`src/rtl/phaser_pkg.sv`:
```
`default_nettype none
// ============================================================================
//  Module   : phaser_pkg
//  Purpose  : Shared types, Q1.15 constants and saturation helper for the
//             phaser scheduler. sat16 is used only when PHASER_SAT_EN is
//             defined.
//  Revision : 1.0 - initial release
// ============================================================================
package phaser_pkg;

   localparam int Q15_W  = 16;
   localparam int PROD_W = 32;

   localparam logic signed [Q15_W-1:0] Q15_MAX = 16'sh7FFF;
   localparam logic signed [Q15_W-1:0] Q15_MIN = 16'sh8000;

   typedef enum logic [1:0] {
      ST_IDLE = 2'd0,
      ST_RUN  = 2'd1,
      ST_DONE = 2'd2
   } state_t;

   // Clamp a 17-bit signed sum into the Q1.15 range.
   function automatic logic signed [Q15_W-1:0] sat16(input logic signed [Q15_W:0] v);
      if (v > 17'sd32767) begin
         return Q15_MAX;
      end else if (v < -17'sd32768) begin
         return Q15_MIN;
      end else begin
         return Q15_W'(v);
      end
   endfunction

endpackage
`default_nettype wire

```
`src/rtl/phaser_stage_alu.sv`:
```
`default_nettype none
// ============================================================================
//  Module   : phaser_stage_alu
//  Purpose  : Combinational first-order allpass step shared by every stage.
//             fb = (coef*d) >>> 15 (truncated to 16 bits), y = d - fb,
//             d_next = x + fb. Sums saturate when PHASER_SAT_EN is defined,
//             otherwise they wrap modulo 2^16.
//  Revision : 1.0 - initial release
// ============================================================================
module phaser_stage_alu
   import phaser_pkg::*;
(
   input  logic [Q15_W-1:0] x,
   input  logic [Q15_W-1:0] d,
   input  logic [Q15_W-1:0] coef,
   output logic [Q15_W-1:0] y,
   output logic [Q15_W-1:0] d_next
);

   logic signed [PROD_W-1:0] prod;
   logic signed [Q15_W-1:0]  fb;
   logic signed [Q15_W:0]    sum_y;
   logic signed [Q15_W:0]    sum_d;

   // Single Q1.15 multiply, then both sums carried one bit wide to expose overflow.
   always_comb begin
      prod  = $signed(coef) * $signed(d);
      fb    = Q15_W'(prod >>> (Q15_W - 1));
      sum_y = (Q15_W+1)'($signed(d)) - (Q15_W+1)'(fb);
      sum_d = (Q15_W+1)'($signed(x)) + (Q15_W+1)'(fb);
`ifdef PHASER_SAT_EN
      y      = sat16(sum_y);
      d_next = sat16(sum_d);
`else
      y      = Q15_W'(sum_y);
      d_next = Q15_W'(sum_d);
`endif
   end

endmodule
`default_nettype wire

```
`src/rtl/phaser_scheduler.sv`:
```
`default_nettype none
// ============================================================================
//  Module   : phaser_scheduler
//  Purpose  : Time-multiplexed multi-stage phaser. Each accepted sample is
//             walked through N_STAGES allpass stages, one per clock, using a
//             single shared stage ALU and a per-stage delay register file.
//             A triangle LFO sweeps the coefficient once per accepted sample.
//             Optional macro PHASER_SAT_EN selects saturating stage sums.
//  Revision : 1.0 - initial release
// ============================================================================
module phaser_scheduler
   import phaser_pkg::*;
#(
   parameter int                      N_STAGES = 4,
   parameter logic signed [Q15_W-1:0] COEF_MIN = 16'sd0,
   parameter logic signed [Q15_W-1:0] COEF_MAX = 16'sd26214,
   parameter logic [Q15_W-1:0]        LFO_STEP = 16'd64
) (
   input  logic             clk,
   input  logic             reset,
   input  logic             in_valid,
   output logic             in_ready,
   input  logic [Q15_W-1:0] in_sample,
   input  logic             bypass,
   output logic             out_valid,
   input  logic             out_ready,
   output logic [Q15_W-1:0] out_sample,
   output logic [Q15_W-1:0] lfo_coef
);

   localparam int             K_W    = (N_STAGES > 1) ? $clog2(N_STAGES) : 1;
   localparam logic [K_W-1:0] K_LAST = K_W'(N_STAGES - 1);

   // LFO arithmetic is done two bits wider so step overshoot never wraps.
   localparam logic signed [Q15_W+1:0] MAX_EXT  = (Q15_W+2)'(COEF_MAX);
   localparam logic signed [Q15_W+1:0] MIN_EXT  = (Q15_W+2)'(COEF_MIN);
   localparam logic signed [Q15_W+1:0] STEP_EXT = $signed({2'b00, LFO_STEP});

   state_t           state_q, state_d;
   logic [K_W-1:0]   k_q, k_d;
   logic [Q15_W-1:0] x_q, x_d;
   logic [Q15_W-1:0] coef_q, coef_d;
   logic             byp_q, byp_d;
   logic [Q15_W-1:0] lfo_q, lfo_d;
   logic             dir_down_q, dir_down_d;
   logic             in_ready_q, in_ready_d;
   logic             out_valid_q, out_valid_d;
   logic [Q15_W-1:0] out_sample_q, out_sample_d;
   logic [Q15_W-1:0] d_q [N_STAGES];
   logic [Q15_W-1:0] d_d [N_STAGES];

   logic [Q15_W-1:0]        alu_d_in;
   logic [Q15_W-1:0]        alu_y;
   logic [Q15_W-1:0]        alu_d_next;
   logic signed [Q15_W+1:0] lfo_up;
   logic signed [Q15_W+1:0] lfo_dn;

   assign alu_d_in = d_q[k_q];
   assign lfo_up   = (Q15_W+2)'($signed(lfo_q)) + STEP_EXT;
   assign lfo_dn   = (Q15_W+2)'($signed(lfo_q)) - STEP_EXT;

   phaser_stage_alu u_alu (
      .x      (x_q),
      .coef   (coef_q),
      .d      (alu_d_in),
      .y      (alu_y),
      .d_next (alu_d_next)
   );

   // Next-state logic: accept, per-stage sequencing, output handshake and LFO sweep.
   always_comb begin
      state_d      = state_q;
      k_d          = k_q;
      x_d          = x_q;
      coef_d       = coef_q;
      byp_d        = byp_q;
      lfo_d        = lfo_q;
      dir_down_d   = dir_down_q;
      in_ready_d   = in_ready_q;
      out_valid_d  = out_valid_q;
      out_sample_d = out_sample_q;
      d_d          = d_q;

      case (state_q)
         ST_IDLE: begin
            if (in_valid) begin
               x_d        = in_sample;
               coef_d     = lfo_q;
               byp_d      = bypass;
               k_d        = '0;
               in_ready_d = 1'b0;
               state_d    = ST_RUN;
               // LFO advances after the current value has been latched into coef.
               if (!dir_down_q) begin
                  if (lfo_up >= MAX_EXT) begin
                     lfo_d      = COEF_MAX;
                     dir_down_d = 1'b1;
                  end else begin
                     lfo_d = Q15_W'(lfo_up);
                  end
               end else begin
                  if (lfo_dn <= MIN_EXT) begin
                     lfo_d      = COEF_MIN;
                     dir_down_d = 1'b0;
                  end else begin
                     lfo_d = Q15_W'(lfo_dn);
                  end
               end
            end
         end

         ST_RUN: begin
            // Bypass keeps x holding the captured sample and leaves d[] untouched.
            if (!byp_q) begin
               d_d[k_q] = alu_d_next;
               x_d      = alu_y;
            end
            if (k_q == K_LAST) begin
               out_sample_d = byp_q ? x_q : alu_y;
               out_valid_d  = 1'b1;
               k_d          = '0;
               state_d      = ST_DONE;
            end else begin
               k_d = k_q + 1'b1;
            end
         end

         ST_DONE: begin
            if (out_ready) begin
               out_valid_d = 1'b0;
               in_ready_d  = 1'b1;
               state_d     = ST_IDLE;
            end
         end

         default: begin
            state_d     = ST_IDLE;
            in_ready_d  = 1'b1;
            out_valid_d = 1'b0;
         end
      endcase
   end

   // State and datapath registers with synchronous reset.
   always_ff @(posedge clk) begin
      if (reset) begin
         state_q      <= ST_IDLE;
         k_q          <= '0;
         x_q          <= '0;
         coef_q       <= '0;
         byp_q        <= 1'b0;
         lfo_q        <= COEF_MIN;
         dir_down_q   <= 1'b0;
         in_ready_q   <= 1'b1;
         out_valid_q  <= 1'b0;
         out_sample_q <= '0;
         for (int i = 0; i < N_STAGES; i++) begin
            d_q[i] <= '0;
         end
      end else begin
         state_q      <= state_d;
         k_q          <= k_d;
         x_q          <= x_d;
         coef_q       <= coef_d;
         byp_q        <= byp_d;
         lfo_q        <= lfo_d;
         dir_down_q   <= dir_down_d;
         in_ready_q   <= in_ready_d;
         out_valid_q  <= out_valid_d;
         out_sample_q <= out_sample_d;
         d_q          <= d_d;
      end
   end

   assign in_ready   = in_ready_q;
   assign out_valid  = out_valid_q;
   assign out_sample = out_sample_q;
   assign lfo_coef   = lfo_q;

endmodule
`default_nettype wire

```
`config.mk`:
```
export PLATFORM = sky130hd
export DESIGN_NAME = phaser_scheduler
export DESIGN_NICKNAME = d
export VERILOG_FILES = /design/src/rtl/phaser_pkg.sv /design/src/rtl/phaser_stage_alu.sv /design/src/rtl/phaser_scheduler.sv
export SDC_FILE = /design/constraint.sdc
export NUM_CORES = 1
export LEC_CHECK = 0
export CORE_MARGIN = 3
export CORE_UTILIZATION = 41
export DETAILED_ROUTE_END_ITERATION = 8
export PLACE_DENSITY = 0.58
export REMOVE_ABC_BUFFERS = 1
export SYNTH_ARGS = -nofsm -noshare
export SYNTH_HDL_FRONTEND = slang
export SYNTH_HIERARCHICAL = 1
export SYNTH_SLANG_ARGS = --single-unit
export TNS_END_PERCENT = 50
```
`constraint.sdc`:
```
create_clock -name clk -period 14.6 [get_ports clk]
set_clock_uncertainty 0.1 [all_clocks]
set_input_delay 2.92 -clock clk [delete_from_list [all_inputs] [get_ports clk]]
set_output_delay 2.92 -clock clk [all_outputs]
set_load 0.02 [all_outputs]
```
==> flow_summary.yaml, run 1 <==
critical_path:
  path_delay_family: "adder cells"
  crit_path_frequent_cell: "fa_1"
  worst-path-buf-inv: 5
  cpMaxStageDelayCell: "dfxtp_1"
  cp.required_ns: 14.79
  start_kind: "flip-flop"
  cp.depth: 33
  reg2reg_slack_ns: 5.14
  worstSetupEndpointType: "flip-flop"
  slowest_delay_ns: 0.96
  crit_type: "flip-flop to flip-flop"
  rr_worst_depth: 33
  critical_path_arrival_ns: 9.65
  critPathMaxFanout: 20
sta:
  period_needed_ns: 9.46
  setup_tns_ns: 0
  timing.fmax_mhz: 106
  slew_headroom: 0.350
  finalHoldViolCount: 0
  setup_viol: 0
  rsz0062_at_grt: "no"
  finalCritPeriodShare: 0.648
  worstMarginPinSlew_ns: 0.974
  slew_viol_final: 0
yosys:
  ys_ff_latch: 126
  synth.top_cell.area_share: 0.313
  synth_ff_type: "dfxtp_1"
  synth_edf_count: 0
  synth_area_leader_cell: "fa_1"
  async_flop_share: 0
  synthCells: 1874
  ys_seq_area_frac: 0.154
  avgSynthCellArea_um2: 8.77
  synth_area_um2: 16400
  synth.area.top_cells: "fa_1 (31%), dfxtp_1 (15%), ha_1 (8.9%), inv_1 (7.2%), nand2_1 (6.9%)"
  yosys_warnings: 6
  synth_cell_types: 80
global_route:
  use_met1: 0.291
  gr-max-usage-layer: "met2"
  grt_use_met2: 0.340
  grt_pass1_vias: 13000
  antenna_found_initial: 0
  grt_max_degree: 82
  grt.overflow.total: 0
  grt_usage: 0.205
  met3_usage: 0.0254
  grt_first_pass_wirelength_um: 69200
die:
  die-area_um2: 42500
  row_count: 72
  initial_utilization: 0.420
  num_io_pins: 55
  core_um2: 39100
  die_height_um: 206
  dieWidth_um: 206
pwr:
  vdd_drop_max_v: 0.0000657
  pwr-share-comb: 0.326
  leakagePower_uw: 0.00820
  power_frac_clock: 0.357
  intPower_uw: 775
  power.switching_uw: 439
  netSwitchingFraction: 0.361
  seqPwrFrac: 0.317
  p_per_area_nw_per_um2: 67.9
run:
  drv_cap: 0
cells_and_area:
  final_common_cell: "inv_1"
  drive_gt1_frac: 0.0414
  nets: 2267
  num_antenna_cells: 0
  final_cell_mix: "inv_1 (313), nand2_1 (300), fa_1 (257), dfxtp_1 (126), and2_1 (121)"
  final_cell_area_um2: 17900
  final_core_utilization: 0.457
  area_delta_synth_final_pct: 8.84
drt:
  drcViolationCount: 0
  vias: 12400
  firstDrtPassIters: 6
  via_per_inst: 5.15
  wl_per_cell_um: 17.3
  drt_wl_total_um: 41600
  postRouteAntennaNets: 0
  drt_iter0_drc: 726
cts:
  post_cts_resized: 0
  clock_path_buffers: 2
  htreeDepth: 4
  tritoncts: "done"
  insertion_delay_ns: 0.42
  cts.sinks: 126
  clock-root-buffer: "clkbuf_16"
  cts_buffers: 17
  path_clk_slew_ns: 0.06
  hold_buffers: 0
  cts_setup_buffers: 0
min_path:
  hp-class: "flip-flop to flip-flop"
  whs_path_depth: 2
placement:
  place_hpwl_um: 31900
  io_buffers: 51
  gp_congestion: 0.848
  place_area_um2: 17300
run_status:
  status: "complete, no violations"
==> worst min-delay path: stages, from the launching register on <==
cell     delay [ns]
dfxtp_1        0.31
nand2_1        0.05
a21oi_1        0.05
==> flip-flops by register name, indices dropped and copies added (netlist names), 2 cells and up <==
| signal | cells |
|---|---|
| coef_q | 11 |
| d_q | 64 |
| k_q | 2 |
| lfo_coef | 11 |
| out_sample | 16 |
| state_q | 2 |
| x_q | 16 |
==> cell families after synthesis <==
group | after synthesis | synth area share
AOI/OAI and AO/OA | 258 | 0.102
buffers and inverters | 415 | 0.0989
adders and majority gates | 374 | 0.402
other | 1 | 0.000228
muxes | 33 | 0.0323
and+or+nand+nor | 598 | 0.172
DFF | 126 | 0.154
xor gates and xnor gates | 69 | 0.0385
==> stage by stage <==
step / cells / total power, µW / worst slack, ns / hold WS (ns)
6_report: 2403 / 1210 / 5.14 / 0.356
5_1_grt: 2403 / 1280 / 4.56 / 0.370
4_1_cts: 2403 / 1220 / 5.15 / 0.357
3_5_place_dp: 2371 / 779 / 5.17 / 0.348
3_3_place_gp: 2371 / 776 / 5.29 / 0.338
2_1_floorplan: 1795 / 662 / 5.78 / 0.327
==> power groups by stage <==
stage	clock network [µW]	registers, µW	logic, µW
2_1_floorplan	0	386	276
3_5_place_dp	0	392	387
6_report	434	385	395
5_1_grt	457	387	439
3_3_place_gp	0	391	385
4_1_cts	442	385	394
==> area by class of cell <==
type / count / area, µm²
timing repair buffer: 58 / 561
clock buffer: 17 / 425
fill: 3871 / 21200
tap: 518 / 648
clock inverter: 15 / 175
sequential: 126 / 2520
multi-input combinational: 1355 / 12400
inverter: 314 / 1180
==> per-layer routing <==
metal,vias up,part of all wire
met5,-,0
met4,0,0.010
met3,31,0.036
met2,238,0.47
met1,6229,0.48
li1,5872,-
==> synth_stat cells (5+ instances only) <==
cell type  count
o21ai_0       22
buf_1          6
a21o_1        16
a222oi_1      16
nand4_1        9
nand3_1       13
o21a_1         7
nor2_1        81
buf_2         18
o21ai_1        9
nand2b_1      14
or3_1          6
clkbuf_1      68
o22ai_1        5
a211oi_1      18
mux2i_1       17
buf_4          6
nand2_1      300
fa_1         257
xor2_1        19
and2_1       122
inv_1        313
nor3_1        12
xnor2_1       48
ha_1         117
mux4_2        16
a31oi_1        9
dfxtp_1      126
nor2b_1       15
a21oi_1      117
==> final timing paths <==
path,start,to
setup / recovery,k_q[1],x_q[15]
hold / removal,d_q[41],d_q[41]
setup reg to reg,k_q[1],x_q[15]
hold reg to reg,d_q[41],d_q[41]
Power figures use the tool's default switching activity.
==> run 2, diff against run 1 <==
==> constraint.sdc (replaced) <==
create_clock -name clk -period 9.1 [get_ports clk]
set_clock_uncertainty 0.1 [all_clocks]
set_input_delay 1.82 -clock clk [delete_from_list [all_inputs] [get_ports clk]]
set_output_delay 1.82 -clock clk [all_outputs]
set_load 0.02 [all_outputs]
==> run 2 against run 1 <==
Compared with the run above:
- first-iteration DRC count is 3.2% higher
- non-clock buffer count grew 38
- cell count rose by 1.5%
- global-route usage fell by 0.19 points
- setup slack worse by 4.8 ns
==> flow_summary.yaml, run 2 (same netlist as run 1, synthesis figures left out) <==
placement:
  dp_cells: 2403
  io_buffers: 51
  place_area_um2: 17500
  post-place-ws_ns: 0.0322
  gp_congestion: 0.869
  place_hpwl_um: 32900
drt:
  drcViolationCount: 0
  firstDrtPassIters: 7
  drt_wl_total_um: 41500
  wl_per_cell_um: 17.0
  drt_iter0_drc: 749
  vias: 12300
  postRouteAntennaNets: 0
  via_per_inst: 5.05
critical_path:
  cp.required_ns: 9.28
  cpMaxStageDelayCell: "mux4_2"
  worstSetupEndpointType: "flip-flop"
  crit_type: "flip-flop to flip-flop"
  path_delay_family: "adder cells"
  worst-path-buf-inv: 7
  crit_path_frequent_cell: "fa_1"
  slowest_delay_ns: 0.61
  critical_path_arrival_ns: 8.89
  critPathMaxFanout: 11
  start_kind: "flip-flop"
sta:
  slew_viol_final: 0
  worstMarginPinSlew_ns: 0.904
  finalCritPeriodShare: 0.957
  setup_viol: 0
  timing.fmax_mhz: 115
  period_needed_ns: 8.71
  slew_headroom: 0.397
  fin_ws_ns: 0.389
  finalHoldViolCount: 0
global_route:
  grt.overflow.total: 0
  antenna_found_initial: 1
  grt_pass1_vias: 12700
  grt_max_degree: 72
  grt_usage: 0.203
  grt_first_pass_wirelength_um: 68600
die:
  row_count: 72
  die-area_um2: 42500
  initial_utilization: 0.420
  dieWidth_um: 206
  num_io_pins: 55
  die_height_um: 206
  core_um2: 39100
cells_and_area:
  final_common_cell: "inv_1"
  largest-register: "d_q"
  final_cell_mix: "inv_1 (312), nand2_1 (300), fa_1 (257), dfxtp_1 (124), and2_1 (121)"
  nets: 2305
  largest_reg_flops: 64
  fin_cells: 2440
  area_delta_synth_final_pct: 11.3
  final_core_utilization: 0.467
  final_cell_area_um2: 18300
  num_antenna_cells: 0
  drive_gt1_frac: 0.0692
pwr:
  leakagePower_uw: 0.00843
  vdd_drop_max_v: 0.000114
  total_power_uw: 1940
  p_per_area_nw_per_um2: 106
cts:
  insertion_delay_ns: 0.42
  clock-root-buffer: "clkbuf_16"
  tritoncts: "done"
  cts.sinks: 126
  path_clk_slew_ns: 0.06
  htreeDepth: 4
  hold_buffers: 0
  clock_path_buffers: 2
  cts_buffers: 17
run:
  drv_cap: 0
min_path:
  hp-class: "flip-flop to flip-flop"
run_status:
  status: "complete, no violations"
## run 2: changes by cell type in the layout (fill, tap and decap cells not counted), sizes merged
cell,change
buf,+37
clkinv,+4
clkbuf,+4
inv,-8
## run 2: what timing repair did
item                                    CTS  global route
resized for setup                         0            26
endpoints found under the setup margin    0            43
buffers inserted                          0             5
## run 2: report_power, final
group          internal (µW)  switching (µW)
clock                    400             253
sequential               577            34.4
combinational            276             400
## run 2: area by class of cell
cell class	instances	area (µm²)
fillers	3797	20800
multi-input cells	1355	12500
flip-flops and latches	126	2520
inverters	314	1180
repair buffers	96	888
well taps	518	648
clock buffers	20	437
clock inverters	11	120
## run 2: worst paths after layout
check | from | to | slack (ns) | cells after the start
worst max-delay path | k_q[0] | x_q[14] | 0.39 | 35
worst min-delay path | d_q[56] | d_q[56] | 0.35 | 2
worst max register to register | k_q[0] | x_q[14] | 0.39 | 35
worst min register to register | d_q[56] | d_q[56] | 0.35 | 2
## run 2: through the flow
stage / setup TNS [ns] / hold slack [ns]
after floorplan: 0 / 0.327
after global placement: 0 / 0.339
after detailed placement: 0 / 0.346
after CTS: 0 / 0.354
after global routing: -0.0832 / 0.374
final: 0 / 0.352
## run 2: layer usage
metal  GRT usage  wire [µm]  vias to the layer above
li1            -          -                     5947
met1       0.296      19900                     6090
met2       0.325      19100                      255
met3      0.0258       1750                       39
met4      0.0461        715                        0
met5           0          0                        -
## run 2: tightest hold or removal path, delay by kind of cell, from the launching register on
kind            cells  cell delay, ns
flops               1            0.30
compound gates      1            0.05
simple gates        1            0.05
